File: config.mk
export PLATFORM = sky130hd
export DESIGN_NAME = nibble_serial_addsub
export DESIGN_NICKNAME = d
export VERILOG_FILES = /design/src/rtl/nibble_serial_addsub.sv
export SDC_FILE = /design/constraint.sdc
export NUM_CORES = 1
export LEC_CHECK = 0
export CORE_ASPECT_RATIO = 0.75
export CORE_MARGIN = 2
export CORE_UTILIZATION = 25
export CTS_CLUSTER_SIZE = 30
export DETAILED_ROUTE_END_ITERATION = 6
export PLACE_DENSITY_LB_ADDON = 0.3
export SKIP_CTS_REPAIR_TIMING = 1
export SYNTH_ARGS = -nofsm -noshare
export SYNTH_HDL_FRONTEND = slang
export SYNTH_SLANG_ARGS = --single-unit
File: constraint.sdc
create_clock -name clk -period 3.1 [get_ports clk]
set_input_delay 0.465 -clock clk [delete_from_list [all_inputs] [get_ports clk]]
set_output_delay 0.465 -clock clk [all_outputs]
set_load 0.01 [all_outputs]
File: src/rtl/nibble_serial_addsub.sv
// Digit-serial adder/subtractor: one N-bit add slice reused WORDS times,
// LSB slice first, producing a W = N*WORDS bit sum or difference with flags.
module nibble_serial_addsub #(
    parameter int unsigned N     = 4,
    parameter int unsigned WORDS = 4
) (
    input  logic                 clk,
    input  logic                 rst_n,
    input  logic                 start,
    input  logic                 op,
    input  logic [N*WORDS-1:0]   a,
    input  logic [N*WORDS-1:0]   b,
    output logic                 busy,
    output logic                 done,
    output logic [N*WORDS-1:0]   result,
    output logic                 carry_out,
    output logic                 overflow,
    output logic                 zero
);

    localparam int unsigned W  = N * WORDS;
    localparam int unsigned IW = (WORDS > 1) ? $clog2(WORDS) : 1;
    localparam logic [IW-1:0] LAST_IDX = IW'(WORDS - 1);

    typedef enum logic {IDLE, RUN} state_t;

    state_t          state_q;
    logic [W-1:0]    a_q;
    logic [W-1:0]    b_q;
    logic            op_q;
    logic [IW-1:0]   idx_q;
    logic            carry_q;
    logic [W-1:0]    result_q;
    logic            busy_q;
    logic            done_q;
    logic            carry_out_q;
    logic            overflow_q;
    logic            zero_q;

    logic [N-1:0]    x_c;
    logic [N-1:0]    y_c;
    logic [N-1:0]    yk_c;
    logic [N-1:0]    s_c;
    logic            cu_c;
    logic            last_c;
    logic [W-1:0]    result_d;

    // The single shared slice; subtract is a + ~b with the carry seeded by op.
    always_comb begin
        x_c             = a_q[idx_q*N +: N];
        y_c             = b_q[idx_q*N +: N];
        yk_c            = op_q ? ~y_c : y_c;
        {cu_c, s_c}     = (N+1)'(x_c) + (N+1)'(yk_c) + (N+1)'(carry_q);
        result_d        = result_q;
        result_d[idx_q*N +: N] = s_c;
        last_c          = (idx_q == LAST_IDX);
    end

    always_ff @(posedge clk or negedge rst_n) begin
        if (!rst_n) begin
            state_q     <= IDLE;
            a_q         <= '0;
            b_q         <= '0;
            op_q        <= 1'b0;
            idx_q       <= '0;
            carry_q     <= 1'b0;
            result_q    <= '0;
            busy_q      <= 1'b0;
            done_q      <= 1'b0;
            carry_out_q <= 1'b0;
            overflow_q  <= 1'b0;
            zero_q      <= 1'b1;
        end else begin
            done_q <= 1'b0;
            case (state_q)
                IDLE: begin
                    if (start) begin
                        a_q     <= a;
                        b_q     <= b;
                        op_q    <= op;
                        idx_q   <= '0;
                        carry_q <= op;
                        busy_q  <= 1'b1;
                        state_q <= RUN;
                    end
                end
                RUN: begin
                    result_q <= result_d;
                    carry_q  <= cu_c;
                    idx_q    <= idx_q + 1'b1;
                    // Flags are only committed once the top slice is known.
                    if (last_c) begin
                        carry_out_q <= cu_c;
                        overflow_q  <= (a_q[W-1] == yk_c[N-1]) && (s_c[N-1] != a_q[W-1]);
                        zero_q      <= (result_d == '0);
                        done_q      <= 1'b1;
                        busy_q      <= 1'b0;
                        state_q     <= IDLE;
                    end
                end
                default: state_q <= IDLE;
            endcase
        end
    end

    assign busy      = busy_q;
    assign done      = done_q;
    assign result    = result_q;
    assign carry_out = carry_out_q;
    assign overflow  = overflow_q;
    assign zero      = zero_q;

endmodule

==> metrics.txt, run 1 <==
syn nets around 260; largest net degree at the start of global routing 26; Die Width 125 µm; post-route DRC violation count 0; post-synth cell types 31; Initial DRT Pass Iterations 4; Final Cell Area 0.00380 mm²; crit path DAT 2.95 ns; GRT Util Overall 0.112; Antenna diodes 0; Crit Path Category register to register; Syn. warnings 0; main area contributors after synthesis dfrtp_1 52%, mux2_2 14%, mux4_2 5.8%, o31ai_1 4.7%, ha_1 4.1%; final net count 326; port bufs 56; CTS tree done; Worst slew margin 0.676; detailed-route wire length around 6000 µm; dpl hpwl 4560 µm; CP Launch Type register; Area Growth Syn to Fin 39.2%; Synth Flop Type dfrtp_1; PD cells 1320 mW/mm²; CP max FO 6; sequential-to-total area share from yosys stat 0.532; Max rail drop VDD 0.732 mV; status completed; final-report max-slew violation count 0; Congestion Overflow GR 0; total die area 0.0118 mm²; most frequent cells in the layout 57 x dfrtp_1, 55 x clkdlybuf4s50_1, 35 x mux2_2; post-synthesis async set-or-reset flop share 1.00; vias in the first global route 1953; cell accounting for the most synthesized area dfrtp_1; final setup TNS 0 ns; Post-synth EDFFs 0; unrepaired setup endpoints after global routing no; Critical Path RT approximately 3.3 ns; Finish-stage setup viols 0; clock skew 0.00841 ns; min-delay worst type input pin to async pin; average wire per standard cell 13.9 µm; num ports 57; Least-Margin Pin Slew 0.485 ns; CTS H-Tree Depth 3; Vias/cell 4.35; Clk Latency, worst-skew pair 0.32 ns; root buffer cell clkbuf_16; Yosys reg bits 58; GP Congestion 0.839; Reg clk slew, reported paths around 0.050 ns; Max Cap Violations 0; total power 0.00502 W; synthesized area per cell 12.9 µm²; commonest non-fill, non-tap cell in the layout dfrtp_1; Mapped Cells 212; CTS buffer count 9; Initial Util 0.253; crit path time final 2.72 ns; endpoint type of the worst setup path register; LEAKAGE 1.59 nW; Antenna Nets Post-Route 0; fin util 0.353; CTS Buffer Depth 2; Max Clk Rate 367 MHz; synthesized cell area 0.00273 mm²; layout cells sized above 1 0.236; DR iter-0 viols 72; fin crit share 0.879; Via Count 1846; Rows 33; initial antenna violation count 0; Core Region 0.0108 mm²; DIE HEIGHT between 90 and 100 µm; Num Clock Sinks 58; Fin. Hold Viols 0; DP Area 0.00348 mm²; first-pass GRT wire length 10100 µm; top cell type's share of synthesized area 0.523
synthesized netlist by cell type (all sizes together), types with 3 or more instances:
master / n
dfrtp: 57
buf: 6
a21oi: 4
mux2: 35
mux4: 8
or3: 4
ha: 9
nor4: 3
o31ai: 17
o21ai: 4
nand2: 25
nor2: 7
xor2: 4
inv: 10
layout make-up:
cell class                 instances  area [µm²]
clock inverter                     1        30.0
fill                            1078        6980
inverter                          10        37.5
sequential                        58        1450
multi-input combinational        136        1200
clock buffer                      15         288
tap                              140         175
timing repair buffer              64         616
worst paths after layout:
path                            slack, ns  startpoint         to  depth (start not counted)
worst max-delay path                 0.38    idx_q[0]  result[6]                          7
worst min-delay path                 0.10       rst_n  result[4]                          1
worst max register to register       0.38    idx_q[0]  result[6]                          7
worst min register to register       0.50        zero       zero                          2
max in group asynchronous            2.29       rst_n     b_q[6]                          2
min in group clk                     0.50        zero       zero                          2
registers in the layout, indices dropped and copies added (netlist names):
register,flops
a_q,16
b_q,16
busy,1
carry_out,1
carry_q,1
done,1
idx_q,2
op_q,1
overflow,1
result,16
state_q,1
zero,1
through the flow:
step	hold slack, ns	setup WS [ns]	instances
after global placement	0.453	0.399	408
after global routing	0.135	0.206	424
after detailed placement	0.458	0.364	408
after floorplan	0.169	0.353	212
after CTS	0.111	0.351	424
final	0.104	0.376	424
cells by family after synthesis:
group	synth area share
flip-flops	0.532
multiplexers	0.212
AO/OA/AOI/OAI	0.0812
buffers and inverters	0.0284
AND/OR/NAND/NOR	0.0711
XOR/XNOR	0.0193
adder cells (fa/ha/maj)	0.0559
layer usage:
| metal | routed length, µm | GRT usage | up-vias |
|---|---|---|---|
| li1 | - | - | 915 |
| met1 | 3030 | 0.153 | 872 |
| met2 | 2470 | 0.160 | 49 |
| met3 | 315 | 0.0431 | 10 |
| met4 | 85 | 0.0449 | 0 |
| met5 | 0 | 0 | - |
power breakdown:
part	switching [W]	leakage, nW	internal (W)	total [W]
registers	0.000260	0.716	0.00112	0.00138
logic	0.00134	0.722	0.00129	0.00263
clock network	0.000309	0.156	0.000708	0.00102
total	0.00191	1.59	0.00312	0.00502
critical path, stage by stage, from the launching register on:
cell	delay, ns
dfrtp_1	0.51
mux4_2	0.56
xnor2_1	0.15
fa_1	0.42
fa_1	0.42
xor2_1	0.19
buf_4	0.16
o31ai_1	0.23
Note: power is estimated with default switching activity, not from simulation.
==> run 2, diff against run 1 <==
Settings changed: SETUP_SLACK_MARGIN from default to 0.1.
==> results of run 2 <==
Same layout as run 1: the final DEF is identical, and so are final timing and power.
==> run 3, diff against run 2 <==
Settings changed: HOLD_SLACK_MARGIN from default to 0.15.
==> metrics.txt, run 3 (synthesis gave the netlist of run 1 again) <==
status completed (unchanged); largest net degree at the start of global routing 26 (unchanged); PD cells 1320 mW/mm² (about the same); Final Cell Area 0.00381 mm² (was 0.00380 mm²); CP bufs+invs 1 (unchanged); Rows 33 (unchanged); average wire per standard cell 13.9 µm (about the same); GRT Util Overall 0.112 (unchanged); final-report max-slew violation count 0 (unchanged); total power 0.00503 W (was 0.00502 W); initial antenna violation count 0 (unchanged); num ports 57 (unchanged); final setup TNS 0 ns (unchanged); Least-Margin Pin Slew 0.491 ns (was 0.485 ns); final net count 327 (was 326); Reg clk slew, reported paths 0.05 ns (about the same); Initial DRT Pass Iterations 4 (unchanged); Crit Path Category register to register (unchanged); CP cell instances mux4_2 > xnor2_1 > fa_1 > fa_1 > xor2_1 > buf_4 > o31ai_1 (unchanged); total die area 0.0118 mm² (unchanged); Antenna diodes 0 (unchanged); CP Launch Type register (unchanged); Congestion Overflow GR 0 (unchanged); CP dominant cell by count fa_1 (unchanged); root buffer cell clkbuf_16 (unchanged); min-delay worst type register to register (was input pin to async pin); first-pass GRT wire length 10100 µm (unchanged); CTS tree done (unchanged); fin util 0.354 (was 0.353); DR iter-0 viols 72 (unchanged); Post-Place Cells 408 (unchanged); most frequent cells in the layout 57 x dfrtp_1, 55 x clkdlybuf4s50_1, 35 x mux2_2 (unchanged); Max rail drop VDD 0.736 mV (was 0.732 mV); vias in the first global route 1953 (unchanged); detailed-route wire length 5900 µm (was 5890 µm); Antenna Nets Post-Route 0 (unchanged); layout cells sized above 1 0.235 (was 0.236); post-route DRC violation count 0 (unchanged); R2R setup slack 0.38 ns (about the same); DIE HEIGHT 94.5 µm (unchanged); Core Region 0.0108 mm² (unchanged); Via Count 1847 (was 1846); crit path time final 2.72 ns (about the same); Num Clock Sinks 58 (unchanged); Max Cap Violations 0 (unchanged); CP delay by family, top adder cells (unchanged); endpoint type of the worst setup path register (unchanged); fin crit share 0.879 (about the same); worst r2r src idx_q[0] (unchanged); HP Start zero; Finish-stage setup viols 0 (unchanged); r2r endpoint result[6] (unchanged); Initial Util 0.253 (unchanged); CTS buffer count 9 (unchanged); CTS H-Tree Depth 3 (unchanged); cells on worst reg2reg path 7 (unchanged); dpl hpwl 4560 µm (unchanged); port bufs 56 (unchanged); hold path cells 2; GP Congestion 0.839 (unchanged); Die Width 125 µm (unchanged); Worst slew margin 0.673 (was 0.676); LEAKAGE 1.60 nW (was 1.59 nW); commonest non-fill, non-tap cell in the layout dfrtp_1 (unchanged); Crit path depth 7 (unchanged); crit path DAT 2.95 ns (about the same); non-filler cells, final 425 (was 424); Critical Path RT 3.33 ns (about the same); Vias/cell 4.35 (about the same); Max Clk Rate 367 MHz (about the same); Clk Latency, worst-skew pair 0.32 ns (about the same); Hold Path End zero; Fin. Hold Viols 0 (unchanged); Area Growth Syn to Fin 39.6% (was 39.2%); Crit path largest cell delay 0.56 ns (about the same); CP max FO 6 (unchanged); unrepaired setup endpoints after global routing no (unchanged); CTS Buffer Depth 2 (unchanged); clock skew 0.00847 ns (was 0.00841 ns); DP Area 0.00348 mm² (unchanged); slowest cell on the critical path mux4_2 (unchanged)
## run 3: final cells by class
type / instances / area, µm²
fillers: 1078 / 6970
flip-flops and latches: 58 / 1450
well taps: 140 / 175
inverters: 10 / 37.5
repair buffers: 65 / 626
clock inverters: 1 / 30.0
clock buffers: 15 / 288
multi-input cells: 136 / 1200
## run 3: worst reg2reg max path: cells and delay by family (launching register included)
family	cells	cell delay (ns)
xor gates and xnor gates	2	0.34
muxes	1	0.56
AOI/OAI and AO/OA	1	0.23
adders and majority gates	2	0.84
DFF	1	0.51
buffers and inverters	1	0.16
## run 3: per-stage QoR
stage	setup slack, ns	hold WS, ns
5_1_grt	0.206	0.518
2_1_floorplan	0.353	0.169
4_1_cts	0.351	0.111
6_report	0.376	0.495
3_5_place_dp	0.364	0.458
3_3_place_gp	0.399	0.453
## run 3: worst max-delay path by stage
stage                         from         to  slack (ns)
after floorplan           idx_q[0]       zero        0.35
after CTS                 idx_q[0]   overflow        0.35
after global placement    idx_q[0]   overflow        0.40
after detailed placement  idx_q[0]   overflow        0.36
after global routing      idx_q[0]   overflow        0.21
final                     idx_q[0]  result[6]        0.38
## run 3: power breakdown
| part | total (W) | leakage [nW] | internal (W) | switching [W] |
|---|---|---|---|---|
| Clock | 0.00102 | 0.156 | 0.000708 | 0.000309 |
| Sequential | 0.00138 | 0.716 | 0.00112 | 0.000260 |
| Combinational | 0.00264 | 0.726 | 0.00129 | 0.00135 |
## run 3: layer usage
layer | share of wire | routed length (µm) | vias up | track usage
met1 | 0.51 | 3030 | 871 | 0.153
li1 | - | - | 917 | -
met2 | 0.42 | 2470 | 49 | 0.160
met5 | 0 | 0 | - | 0
met4 | 0.014 | 85 | 0 | 0.0449
met3 | 0.052 | 309 | 10 | 0.0431
